## src/rtl/hline_motion_ctrl.sv

```systemverilog
// Vertical motion controller for a horizontal line sprite: loads a start row, then
// issues UP/DW step requests to an external line counter once per frame and bounces at the limits.
`timescale 1ns/1ps
module hline_motion_ctrl #(
  parameter logic [15:0] Y_MIN = 16'd18,
  parameter logic [15:0] Y_MAX = 16'd630
) (
  input  logic        clk,
  input  logic        reset,
  input  logic        frame,
  input  logic        go,
  input  logic        hold,
  input  logic [1:0]  speed,
  input  logic [15:0] start_y,
  input  logic [15:0] Ycoordinate,
  input  logic        YcoordinateUTC,
  input  logic        DTC,
  output logic        UP,
  output logic        DW,
  output logic        LD,
  output logic [15:0] ld_val,
  output logic        dir,
  output logic        moving,
  output logic        bounce
);

  typedef enum logic [2:0] {
    IDLE,
    LOAD,
    LSETTLE,
    WAIT_FRAME,
    STEP,
    SETTLE
  } state_t;

  state_t      state, state_nx;
  logic [3:0]  remaining, remaining_nx;
  logic [15:0] clamped, ld_val_nx;
  logic        up_nx, dw_nx, ld_nx, dir_nx, moving_nx, bounce_nx;
  logic        at_max, at_min;

  always_comb begin
    clamped = start_y;
    if (start_y < Y_MIN)
      clamped = Y_MIN;
    else if (start_y > Y_MAX)
      clamped = Y_MAX;
  end

  // The counter flags and a direct compare are both honoured, whichever trips first.
  assign at_max = YcoordinateUTC || (Ycoordinate >= Y_MAX);
  assign at_min = DTC || (Ycoordinate <= Y_MIN);

  // Outputs are computed for the state being entered and registered below,
  // so a step decided in STEP is seen by the counter during SETTLE.
  always_comb begin
    state_nx     = state;
    remaining_nx = remaining;
    ld_val_nx    = ld_val;
    dir_nx       = dir;
    up_nx        = 1'b0;
    dw_nx        = 1'b0;
    ld_nx        = 1'b0;
    bounce_nx    = 1'b0;
    case (state)
      IDLE: begin
        if (go) begin
          state_nx  = LOAD;
          ld_nx     = 1'b1;
          ld_val_nx = clamped;
        end
      end
      LOAD:    state_nx = LSETTLE;
      LSETTLE: state_nx = WAIT_FRAME;
      WAIT_FRAME: begin
        if (frame && !hold) begin
          remaining_nx = 4'd1 << speed;
          state_nx     = STEP;
        end
      end
      STEP: begin
        remaining_nx = remaining - 4'd1;
        state_nx     = SETTLE;
        if (dir) begin
          if (at_max) begin
            dir_nx    = 1'b0;
            bounce_nx = 1'b1;
          end else begin
            up_nx = 1'b1;
          end
        end else begin
          if (at_min) begin
            dir_nx    = 1'b1;
            bounce_nx = 1'b1;
          end else begin
            dw_nx = 1'b1;
          end
        end
      end
      SETTLE: state_nx = (remaining != 4'd0) ? STEP : WAIT_FRAME;
      default: state_nx = IDLE;
    endcase
    moving_nx = (state_nx == STEP) || (state_nx == SETTLE);
  end

  always_ff @(posedge clk) begin
    if (!reset) begin
      state     <= IDLE;
      remaining <= 4'd0;
      UP        <= 1'b0;
      DW        <= 1'b0;
      LD        <= 1'b0;
      ld_val    <= 16'd0;
      dir       <= 1'b1;
      moving    <= 1'b0;
      bounce    <= 1'b0;
    end else begin
      state     <= state_nx;
      remaining <= remaining_nx;
      UP        <= up_nx;
      DW        <= dw_nx;
      LD        <= ld_nx;
      ld_val    <= ld_val_nx;
      dir       <= dir_nx;
      moving    <= moving_nx;
      bounce    <= bounce_nx;
    end
  end

endmodule

```

## config.mk

```make
export PLATFORM = sky130hd
export DESIGN_NAME = hline_motion_ctrl
export DESIGN_NICKNAME = d
export VERILOG_FILES = /design/src/rtl/hline_motion_ctrl.sv
export SDC_FILE = /design/constraint.sdc
export NUM_CORES = 1
export LEC_CHECK = 0
export ABC_CLOCK_PERIOD_IN_PS = 1410
export CAP_MARGIN = 15
export CORE_UTILIZATION = 36
export DETAILED_ROUTE_END_ITERATION = 10
export GPL_ROUTABILITY_DRIVEN = 0
export HOLD_SLACK_MARGIN = 0.1
export PLACE_DENSITY = 0.81
export SYNTH_ARGS = -nofsm -noshare
export SYNTH_HDL_FRONTEND = slang
export SYNTH_SLANG_ARGS = --single-unit
```

## constraint.sdc

```tcl
create_clock -name clk -period 1.41 [get_ports clk]
set_input_delay 0.282 -clock clk [delete_from_list [all_inputs] [get_ports clk]]
set_output_delay 0.282 -clock clk [all_outputs]
set_load 0.02 [all_outputs]
```

==> key figures, run 1 <==
Clock tree
  – H-tree levels: 2
  – # hold bufs at CTS: 0
  – Skew-Pair Late Insertion Delay: about 330 ps
  – CTS sink count: 29
  – Clock buffer depth: 2
  – CTS tree: yes
  – TritonCTS buffer count: 5
  – Reg clk slew, reported paths: 100 ps
  – Root buf cell: clkbuf_4

Synth
  – Synth Area in Compound Gates: about a fifth
  – Post-synth EDFFs: 0
  – Post-Synthesis Cells: about 150
  – Top-area cell type share of the netlist area: between 40% and 50%
  – Syn Area/Cell: 8.80 um2
  – FFs w/ async S/R, synth: 0%
  – Net count after synthesis: 192
  – Yosys warns: 0
  – Synth area leader: dfxtp_1
  – Top cells by count, synth: dfxtp_1, nor2_1, nand2_1, inv_1, o21ai_0
  – Area contributors post-synth: dfxtp_1, and2_1, nor2_1
  – Synth Area in Adders: 1.91%
  – Post-synthesis cell type count: 41
  – Largest family of logic cells by synthesized area: simple AND/OR/NAND/NOR gates
  – Synth Area in XOR/XNOR: less than 1%
  – Mapped Area: roughly 0.0013 mm2
  – Mux share of post-synthesis cell area: 0%
  – Prevailing post-synth register cell: dfxtp_1
  – Simple-gate portion of the synthesized area: 30.7%
  – Sequential element share of the synthesized area: 44.3%
  – Top-count cell post-synth: dfxtp_1
  – Synthesis-stage register bit count: 29

Critical path
  – Critical path type: in -> reg
  – Worst EP arrival: 1660 ps
  – Startpoint Class: primary input
  – Reg2Reg Setup Slack: approximately 40 ps
  – CP max FO: 3
  – Cell at the slowest stage of the critical path: or4_4
  – Req. time, crit path: 1670 ps
  – Peak per-stage delay on the critical path: 530 ps
  – Worst setup EP type: flop
  – Worst path cell trace: dlygate4sd2_1, or4_4, a211oi_2, a31oi_2, o2111ai_1

Global routing
  – First-pass GRT wire length: 6.07 mm
  – Initial antenna violation count: 0
  – Grt total ovfl: 0
  – Gr usage total: 19.7%
  – Largest net degree at the start of global routing: 13
  – Vias in the first global route: 1478

Routing
  – Routed Antenna Nets: 0
  – DR iter-0 viols: 51
  – DR pass1 iterations: 4
  – Via count: 1506
  – Post-DR vias/cell: 5.16
  – Drc violations: 0
  – Wire per inst: 13.4 um
  – Wirelength, routed: 3.90 mm

Power and ir drop
  – Combinational share of power: between 20% and 30%
  – P_int: 1.26 mW
  – Tot Pwr: 1.77 mW
  – Sequential Power Share: about half
  – Net switching power: 0.514 mW
  – Clk network pwr share: around 28%
  – Pwr per Cell Area: 754 mW/mm2
  – Leakage: 1.04 nW
  – Switching part of the total: 29.0%
  – Max VDD drop: between 600 and 700 uV

Timing
  – Total negative setup slack: 0 ps
  – Fin worst setup slack: 3.49 ps
  – Maximum clock rate: 711 MHz
  – Final count of hold timing violations: 0
  – Crit share post-route: between 90% and 100%
  – Count of final setup violators: 0
  – Fin crit period: 1410 ps
  – Worst-Margin Slew: 347 ps
  – Pins Over Slew Limit: 0
  – Final Skew: a little under 7 ps
  – RSZ-0062 raised after global routing: yes
  – Max transition margin: 76.9%

Min path
  – Worst Hold Class: in -> reg

Final layout
  – Final Non-Filler Cells: 292
  – Layout cells sized above 1: between 20% and 30%
  – Synthesis-to-finish area growth: 79.4%
  – Final net count: 288
  – Diode count: 0
  – # fillers: 272
  – Post-route cell area: 0.00235 mm2

Placement
  – Dpl ws: -478 ps
  – IO buf count: 62
  – Hpwl dp: approximately 2.7 mm
  – Placed Instance Area: 0.00220 mm2
  – Placed Cells: 283

Die
  – Die Y: ~62 um
  – # IOs: 63
  – Starting density of the core: 38.4%
  – Core ar.: 0.00342 mm2
  – DIE AREA: 0.00389 mm2
  – Die X: between 60 and 70 um
  – Row cnt: 21

Status
  – Run status: completed

Flow run
  – Max-cap violations: 0
layer usage:
layer	GRT usage, %	up-vias	routed length, um
li1	-	739	-
met1	21.1	703	1590
met2	35.0	49	1990
met3	6.25	15	206
met4	9.01	0	114
met5	0	-	0
placed cells by master, fill, tap and decap left out, types with 4 or more instances in the layout:
master,Yosys,final
a31oi_1,5,4
buf_4,0,29
nand2_1,10,9
o21ai_0,9,7
clkdlybuf4s50_1,0,33
nor2_1,13,12
inv_1,9,9
nand3_1,5,5
dlygate4sd2_1,0,26
a21oi_1,6,6
and2_1,8,8
clkbuf_4,0,5
nor3_1,8,7
dfxtp_1,29,26
flip-flops by register name (all words and copies together), names as in the netlist:
name and flops:
LD 1, remaining 4, moving 1, state 3, bounce 1, DW 1, UP 1, ld_val 16
dir 1
worst paths after layout:
| kind | to | start | depth (start not counted) |
|---|---|---|---|
| max | dir$_SDFFE_PN1P_ | Ycoordinate[9] | 5 |
| min | ld_val[1]$_SDFFE_PN0P_ | start_y[1] | 4 |
| max reg2reg | ld_val[0]$_SDFFE_PN0P_ | state[0]$_SDFF_PN0_ | 5 |
| min reg2reg | ld_val[10]$_SDFFE_PN0P_ | ld_val[10]$_SDFFE_PN0P_ | 1 |
per-stage QoR:
stage | hold slack [ps] | utilization (%)
after floorplan | 419 | -
after global placement | 443 | 64.3
after detailed placement | 444 | 64.3
after CTS | 469 | 65.5
after global routing | 390 | 68.9
final | 386 | 68.9
cells by family (layout without fill, tap and decap cells):
logic type,after synthesis,in the layout
xor+xnor,1,1
compound gates,36,36
buf+inv,13,110
simple gates,68,68
fa+ha+maj,2,2
flops,29,29
cell type report:
| type | instances | area [um2] | area share (%) |
|---|---|---|---|
| clock buffer | 5 | 37.5 | 1.60 |
| inverter | 10 | 37.5 | 1.60 |
| timing repair buffer | 92 | 825 | 35.1 |
| clock inverter | 3 | 17.5 | 0.745 |
| tap | 46 | 57.6 | 2.45 |
| sequential | 29 | 584 | 24.8 |
| multi-input combinational | 107 | 793 | 33.7 |
worst max-delay path, delay by kind of cell:
kind	cells	cell delay (ps)
AOI/OAI and AO/OA	3	600
buffers and inverters	1	250
and+or+nand+nor	1	530
power groups by stage:
stage	registers [mW]	clock network (mW)	logic, mW
after floorplan	0.917	0	0.103
after global placement	0.888	0	0.381
final	0.870	0.495	0.409
after detailed placement	0.888	0	0.388
after CTS	0.868	0.511	0.376
after global routing	0.874	0.566	0.440
repair_timing:
item,4_1_cts,5_1_grt
pin swaps,4,7
setup endpoints to repair,26,18
setup buffers,0,1
gates resized for setup,30,23
(Power assumes the default switching activity.)
==> run 2: changes to the inputs <==
CAP_MARGIN = 40   (was 15)
CTS_CLUSTER_DIAMETER = 60   (was unset)
TNS_END_PERCENT = 30   (was unset)
==> run 2 against run 1 <==
Against the previous run:
- fmax is 0.42% higher
- sequential cell count stayed put
- hold slack worse by 4.0 ps
- cell area is 2.5% higher
- die area stayed put
- combinational power is 7.1% higher
- sequential power is 0.5% higher
- routed wire length is 3.9% higher
- clock power hardly changed
- clock-buffer cell count stayed put
- non-clock buffer count is 7 higher
- register-to-register slack worse by 20 ps
==> key figures, run 2 (same netlist as run 1, synthesis figures left out) <==
Status
  – Run status: completed

Final layout
  – Max FFs per register: 16 (unchanged)
  – Register area: 588 um2 (+0.64%)
  – Final Non-Filler Cells: 299 (+2.4%)
  – Final net count: 295 (+2.4%)
  – Top reg by flops: ld_val
  – Multi-input gate area: 782 um2 (-1.4%)
  – Largest regs: ld_val: 16 flops, remaining: 4 flops, state: 3 flops
  – Post-route cell area: 0.00241 mm2 (+2.5%)
  – Layout cells sized above 1: 26.9% (+1.3 points)
  – Most frequent cells in the layout: buf_4, clkdlybuf4s50_1, dfxtp_1
  – Utilization after layout: 70.6% (+1.7 points)
  – Synthesis-to-finish area growth: 83.9%
  – Diode count: 0 (unchanged)
  – # fillers: 289 (+6.3%)
  – Most common cell after layout, fill and taps aside: buf_4

Critical path
  – Reg2Reg Setup Slack: 20 ps (-20 ps)
  – Req. time, crit path: 1680 ps (about the same)
  – CP max FO: 3 (unchanged)
  – Critical path type: in -> reg
  – Reg2reg end: ld_val[0]$_SDFFE_PN0P_
  – Worst R2R Start: state[1]$_SDFF_PN0_
  – Worst setup EP type: flop
  – Startpoint Class: primary input
  – Worst EP arrival: 1670 ps (about the same)
  – Worst Reg2Reg Path Length in Cells: 5 (unchanged)
  – Crit. Startpoint: start_y[6]

Die
  – Starting density of the core: 38.4% (unchanged)
  – # IOs: 63 (unchanged)
  – Die Y: 62.4 um (unchanged)
  – DIE AREA: 0.00389 mm2 (unchanged)
  – Core ar.: 0.00342 mm2 (unchanged)
  – Die X: 62.4 um (unchanged)
  – Row cnt: 21 (unchanged)

Clock tree
  – Reg clk slew, reported paths: 100 ps (about the same)
  – TritonCTS buffer count: 5 (unchanged)
  – CTS sink count: 29 (unchanged)
  – CTS tree: yes
  – Skew-Pair Late Insertion Delay: 340 ps (about the same)
  – Clock buffer depth: 2 (unchanged)
  – Root buf cell: clkbuf_4
  – H-tree levels: 2 (unchanged)

Global routing
  – Gr usage total: 19.9% (+0.20 points)
  – First-pass GRT wire length: 6.04 mm (-0.58%)
  – Grt total ovfl: 0 (unchanged)
  – Initial antenna violation count: 0 (unchanged)
  – Vias in the first global route: 1517 (+2.6%)
  – Largest net degree at the start of global routing: 13 (unchanged)

Timing
  – Count of final setup violators: 0 (unchanged)
  – Max transition margin: 77.3% (+0.42 points)
  – Total negative setup slack: 0 ps (unchanged)
  – RSZ-0062 raised after global routing: yes
  – Final Skew: 10.1 ps (+3.22 ps)
  – Pins Over Slew Limit: 0 (unchanged)
  – Worst-Margin Slew: 337 ps (-9.81 ps)
  – Crit share post-route: 99.3% (-0.42 points)
  – Final count of hold timing violations: 0 (unchanged)
  – Fin worst setup slack: 9.43 ps (+5.93 ps)
  – Maximum clock rate: 714 MHz (+0.42%)
  – Fin crit period: 1400 ps (-5.93 ps)

Min path
  – Min-Delay Path Depth: 4 (unchanged)
  – Hold endpoint: ld_val[1]$_SDFFE_PN0P_
  – Worst min-delay path startpoint: start_y[1]
  – Worst Hold Class: in -> reg

Placement
  – Placed Instance Area: 0.00223 mm2 (+1.4%)
  – Hpwl dp: 2.83 mm (+3.4%)
  – Dpl ws: -569 ps (-90.5 ps)
  – IO buf count: 62 (unchanged)
  – Placed Cells: 287 (+1.4%)

Routing
  – Post-DR vias/cell: 5.17 (+0.25%)
  – Wirelength, routed: 4.06 mm (+3.9%)
  – Drc violations: 0 (unchanged)
  – DR pass1 iterations: 6 (+2)
  – Wire per inst: 13.6 um (+1.5%)
  – DR iter-0 viols: 77 (+51%)
  – Via count: 1546 (+2.7%)
  – Routed Antenna Nets: 0 (unchanged)

Power and ir drop
  – Pwr per Cell Area: 749 mW/mm2 (-0.64%)
  – Leakage: 1.09 nW (+5.0%)
  – Max VDD drop: 487 uV (-28%)

Flow run
  – Max-cap violations: 0 (unchanged)
-- run 2: cell count changes in the layout (fill, tap and decap cells not counted), sizes merged --
cell / change
dlygate4sd2: -1
clkdlybuf4s50: -2
dlymetal6s2s: +2
buf: +7
clkdlybuf4s15: +1
-- run 2: layout make-up --
type                            instances  area share [%]
Tap cell                               46            2.39
Timing Repair Buffer                   99            36.9
Clock inverter                          3           0.727
Multi-Input combinational cell        107            32.4
Clock buffer                            5            1.56
Inverter                               10            1.56
Sequential cell                        29            24.4
-- run 2: worst max-delay path, cell delays in order --
cell,delay (ps)
clkdlybuf4s50_1,520
buf_4,150
nand4_1,150
o21ai_2,330
nor4_4,50
nor3_1,180
-- run 2: routing by layer --
layer	share of wire [%]	vias to the layer above	GRT usage (%)
met1	41	717	20.5
met5	0	-	0
met3	5.7	11	6.80
li1	-	754	-
met4	2.2	0	11.9
met2	51	64	34.6
-- run 2: through the flow --
stage          hold slack (ps)  power [mW]
2_1_floorplan              419        1.02
5_1_grt                    385        1.90
3_3_place_gp               444        1.28
3_5_place_dp               446        1.29
4_1_cts                    468        1.77
6_report                   382        1.81
-- run 2: power by group --
group          internal, mW  switching [mW]  total, mW
clock                 0.188           0.307      0.495
sequential            0.848          0.0257      0.874
combinational         0.247           0.191      0.438
-- run 2: worst max-delay path by stage --
stage                                   to  slack (ps)  cells past startpoint
finish              ld_val[6]$_SDFFE_PN0P_           9                      6
global route        ld_val[6]$_SDFFE_PN0P_         -70                      6
CTS                 ld_val[8]$_SDFFE_PN0P_           3                      6
global placement         bounce$_SDFF_PN0_        -500                      5
floorplan                bounce$_SDFF_PN0_         -10                      4
detailed placement       bounce$_SDFF_PN0_        -570                      5
-- run 2: repair_timing --
item / CTS / global route
setup buffers: 0 / 4
hold buffers: 0 / 0
gates resized for setup: 28 / 31
pin swaps: 4 / 11
setup endpoints to repair: 26 / 21
==> run 3: changes to the inputs <==
PLACE_DENSITY = 0.75   (was 0.81)
REMOVE_ABC_BUFFERS = 1   (was unset)
==> run 3 against run 2 <==
Against the previous run:
- the flow now finishes with violations (negative setup slack)
- die area unchanged
- global-route usage grew 1.8 points
- hold slack better by 74 ps
==> key figures, run 3 (same netlist as run 1, synthesis figures left out) <==
Status
  – Run status: finished, violations left
  – Failing checks: negative setup slack

Final layout
  – Register area: 589 um2 (+0.21%)
  – Largest regs: ld_val: 16 flops, remaining: 4 flops, state: 3 flops
  – Layout cells sized above 1: 27.1% (+0.21 points)
  – Synthesis-to-finish area growth: 82.8%
  – # fillers: 281 (-2.8%)
  – Multi-input gate area: 782 um2 (unchanged)
  – Final net count: 293 (-0.68%)
  – Diode count: 0 (unchanged)
  – Post-route cell area: 0.00240 mm2 (-0.57%)
  – Most common cell after layout, fill and taps aside: clkdlybuf4s50_1
  – Max FFs per register: 16 (unchanged)
  – Final Non-Filler Cells: 297 (-0.67%)
  – Most frequent cells in the layout: clkdlybuf4s50_1, buf_4, dfxtp_1, dlygate4sd2_1, nor2_1
  – Top reg by flops: ld_val
  – Utilization after layout: 70.2% (-0.40 points)

Routing
  – Max layer used: met4
  – DR pass1 iterations: 4 (-2)
  – Met2 wire length: 2.21 mm (+6.2%)
  – DR iter-0 viols: 52 (-32%)
  – Post-Route M1 WL: 1.73 mm (+5.2%)
  – Drc violations: 0 (unchanged)
  – Wirelength, routed: 4.28 mm (+5.6%)
  – Via count: 1526 (-1.3%)
  – Routed Antenna Nets: 0 (unchanged)
  – Post-DR vias/cell: 5.14 (-0.63%)
  – Wire per inst: 14.4 um (+6.3%)
  – Met3 wire length: 213 um (-8.6%)

Timing
  – Crit share post-route: 100% (+0.83 points)
  – Fin crit period: 1410 ps (+11.8 ps)
  – RSZ-0062 raised after global routing: yes
  – Pins Over Slew Limit: 0 (unchanged)
  – Worst-Margin Slew: 319 ps (-17.9 ps)
  – Final count of hold timing violations: 0 (unchanged)
  – Fin worst setup slack: -2.34 ps (-11.8 ps)
  – Max transition margin: 78.6% (+1.3 points)
  – Final Skew: 11.4 ps (+1.31 ps)
  – Count of final setup violators: 1 (+1)
  – Maximum clock rate: 708 MHz (-0.83%)

Power and ir drop
  – Combinational share of power: 24.4% (+0.2 points)
  – Pwr per Cell Area: 756 mW/mm2 (+0.94%)
  – Net switching power: 0.531 mW (+1.3%)
  – P_int: 1.28 mW (about the same)
  – Clk network pwr share: 27.5% (about the same)
  – Leakage: 1.08 nW (-1.5%)
  – Max VDD drop: 559 uV (+15%)
  – Switching part of the total: 29.3% (+0.28 points)
  – Tot Pwr: 1.81 mW (+0.37%)
  – Sequential Power Share: 48.2% (-0.2 points)

Die
  – # IOs: 63 (unchanged)
  – Die Y: 62.4 um (unchanged)
  – Die X: 62.4 um (unchanged)
  – DIE AREA: 0.00389 mm2 (unchanged)
  – Starting density of the core: 38.4% (unchanged)
  – Core ar.: 0.00342 mm2 (unchanged)
  – Row cnt: 21 (unchanged)

Critical path
  – CP bufs+invs: 3 (+1)
  – Peak per-stage delay on the critical path: 370 ps (-150 ps)
  – Worst setup EP type: flop
  – Delay-heaviest family, CP: buffers and inverters
  – Startpoint Class: flop
  – Cell at the slowest stage of the critical path: dfxtp_4
  – Reg2Reg Setup Slack: -2 ps (-20 ps)
  – CP max FO: 6 (+3)
  – Most used cell, CP: buf_4
  – Worst EP arrival: 1690 ps (+20 ps)
  – Worst path cell trace: buf_4, nor2_4, nand3b_1, buf_6, nor3b_2, buf_4, a32o_1
  – Req. time, crit path: 1690 ps (about the same)
  – Critical path type: reg -> reg

Clock tree
  – Clock buffer depth: 2 (unchanged)
  – Skew-Pair Late Insertion Delay: 340 ps (about the same)
  – H-tree levels: 2 (unchanged)
  – # hold bufs at CTS: 0 (unchanged)
  – Reg clk slew, reported paths: 100 ps (about the same)
  – CTS tree: yes
  – CTS sink count: 29 (unchanged)
  – Root buf cell: clkbuf_4
  – TritonCTS buffer count: 5 (unchanged)

Global routing
  – Largest net degree at the start of global routing: 13 (unchanged)
  – Gr usage total: 21.7% (+1.8 points)
  – Grt total ovfl: 0 (unchanged)
  – Initial antenna violation count: 0 (unchanged)
  – First-pass GRT wire length: 6.64 mm (+10%)
  – Vias in the first global route: 1580 (+4.2%)

Placement
  – Hpwl dp: 3.09 mm (+9.1%)
  – Placed Cells: 283 (-1.4%)
  – IO buf count: 62 (unchanged)
  – Placed Instance Area: 0.00219 mm2 (-1.5%)
  – Dpl ws: -537 ps (+31.9 ps)

Min path
  – Worst Hold Class: in -> reg

Flow run
  – Max-cap violations: 0 (unchanged)
[run 3: area by class of cell]
cell class | instances | share of cell area (%)
Clock buffer | 5 | 1.57
Inverter | 10 | 1.57
Sequential cell | 29 | 24.6
Tap cell | 46 | 2.40
Clock inverter | 3 | 0.731
Timing Repair Buffer | 97 | 36.5
Multi-Input combinational cell | 107 | 32.6
[run 3: power groups by stage]
stage          combinational (mW)  clock (mW)  sequential (mW)
3_3_place_gp                0.377           0            0.888
4_1_cts                     0.377       0.504            0.870
3_5_place_dp                0.389           0            0.889
2_1_floorplan              0.0989           0            0.916
5_1_grt                     0.472       0.559            0.878
6_report                    0.442       0.498            0.873
[run 3: worst paths after layout]
| path | start | to | depth (start not counted) |
|---|---|---|---|
| max reg2reg | state[1]$_SDFF_PN0_ | ld_val[3]$_SDFFE_PN0P_ | 7 |
| min reg2reg | ld_val[14]$_SDFFE_PN0P_ | ld_val[14]$_SDFFE_PN0P_ | 1 |
| min | Ycoordinate[8] | UP$_SDFF_PN0_ | 5 |
| max | state[1]$_SDFF_PN0_ | ld_val[3]$_SDFFE_PN0P_ | 7 |
[run 3: through the flow]
step	hold slack, ps	TNS, ps
global placement	442	-6870
detailed placement	451	-8070
CTS	447	-11.6
floorplan	363	-57.7
finish	456	-2.34
global route	477	-303
[run 3: worst reg2reg max path: stages, from the launching register on]
cell	delay (ps)
dfxtp_4	370
buf_4	150
nor2_4	80
nand3b_1	100
buf_6	150
nor3b_2	170
buf_4	160
a32o_1	170
[run 3: layer usage]
metal  global-route usage (%)  up-vias
li1                         -      756
met1                     22.9      699
met2                     39.0       55
met3                     5.51       16
met4                     12.2        0
met5                        0        -
[run 3: timing repair]
| action | 4_1_cts | 5_1_grt |
|---|---|---|
| pin swaps | 8 | 19 |
| buffers inserted | 0 | 6 |
| setup endpoints to repair | 32 | 24 |
| resized for setup | 31 | 33 |
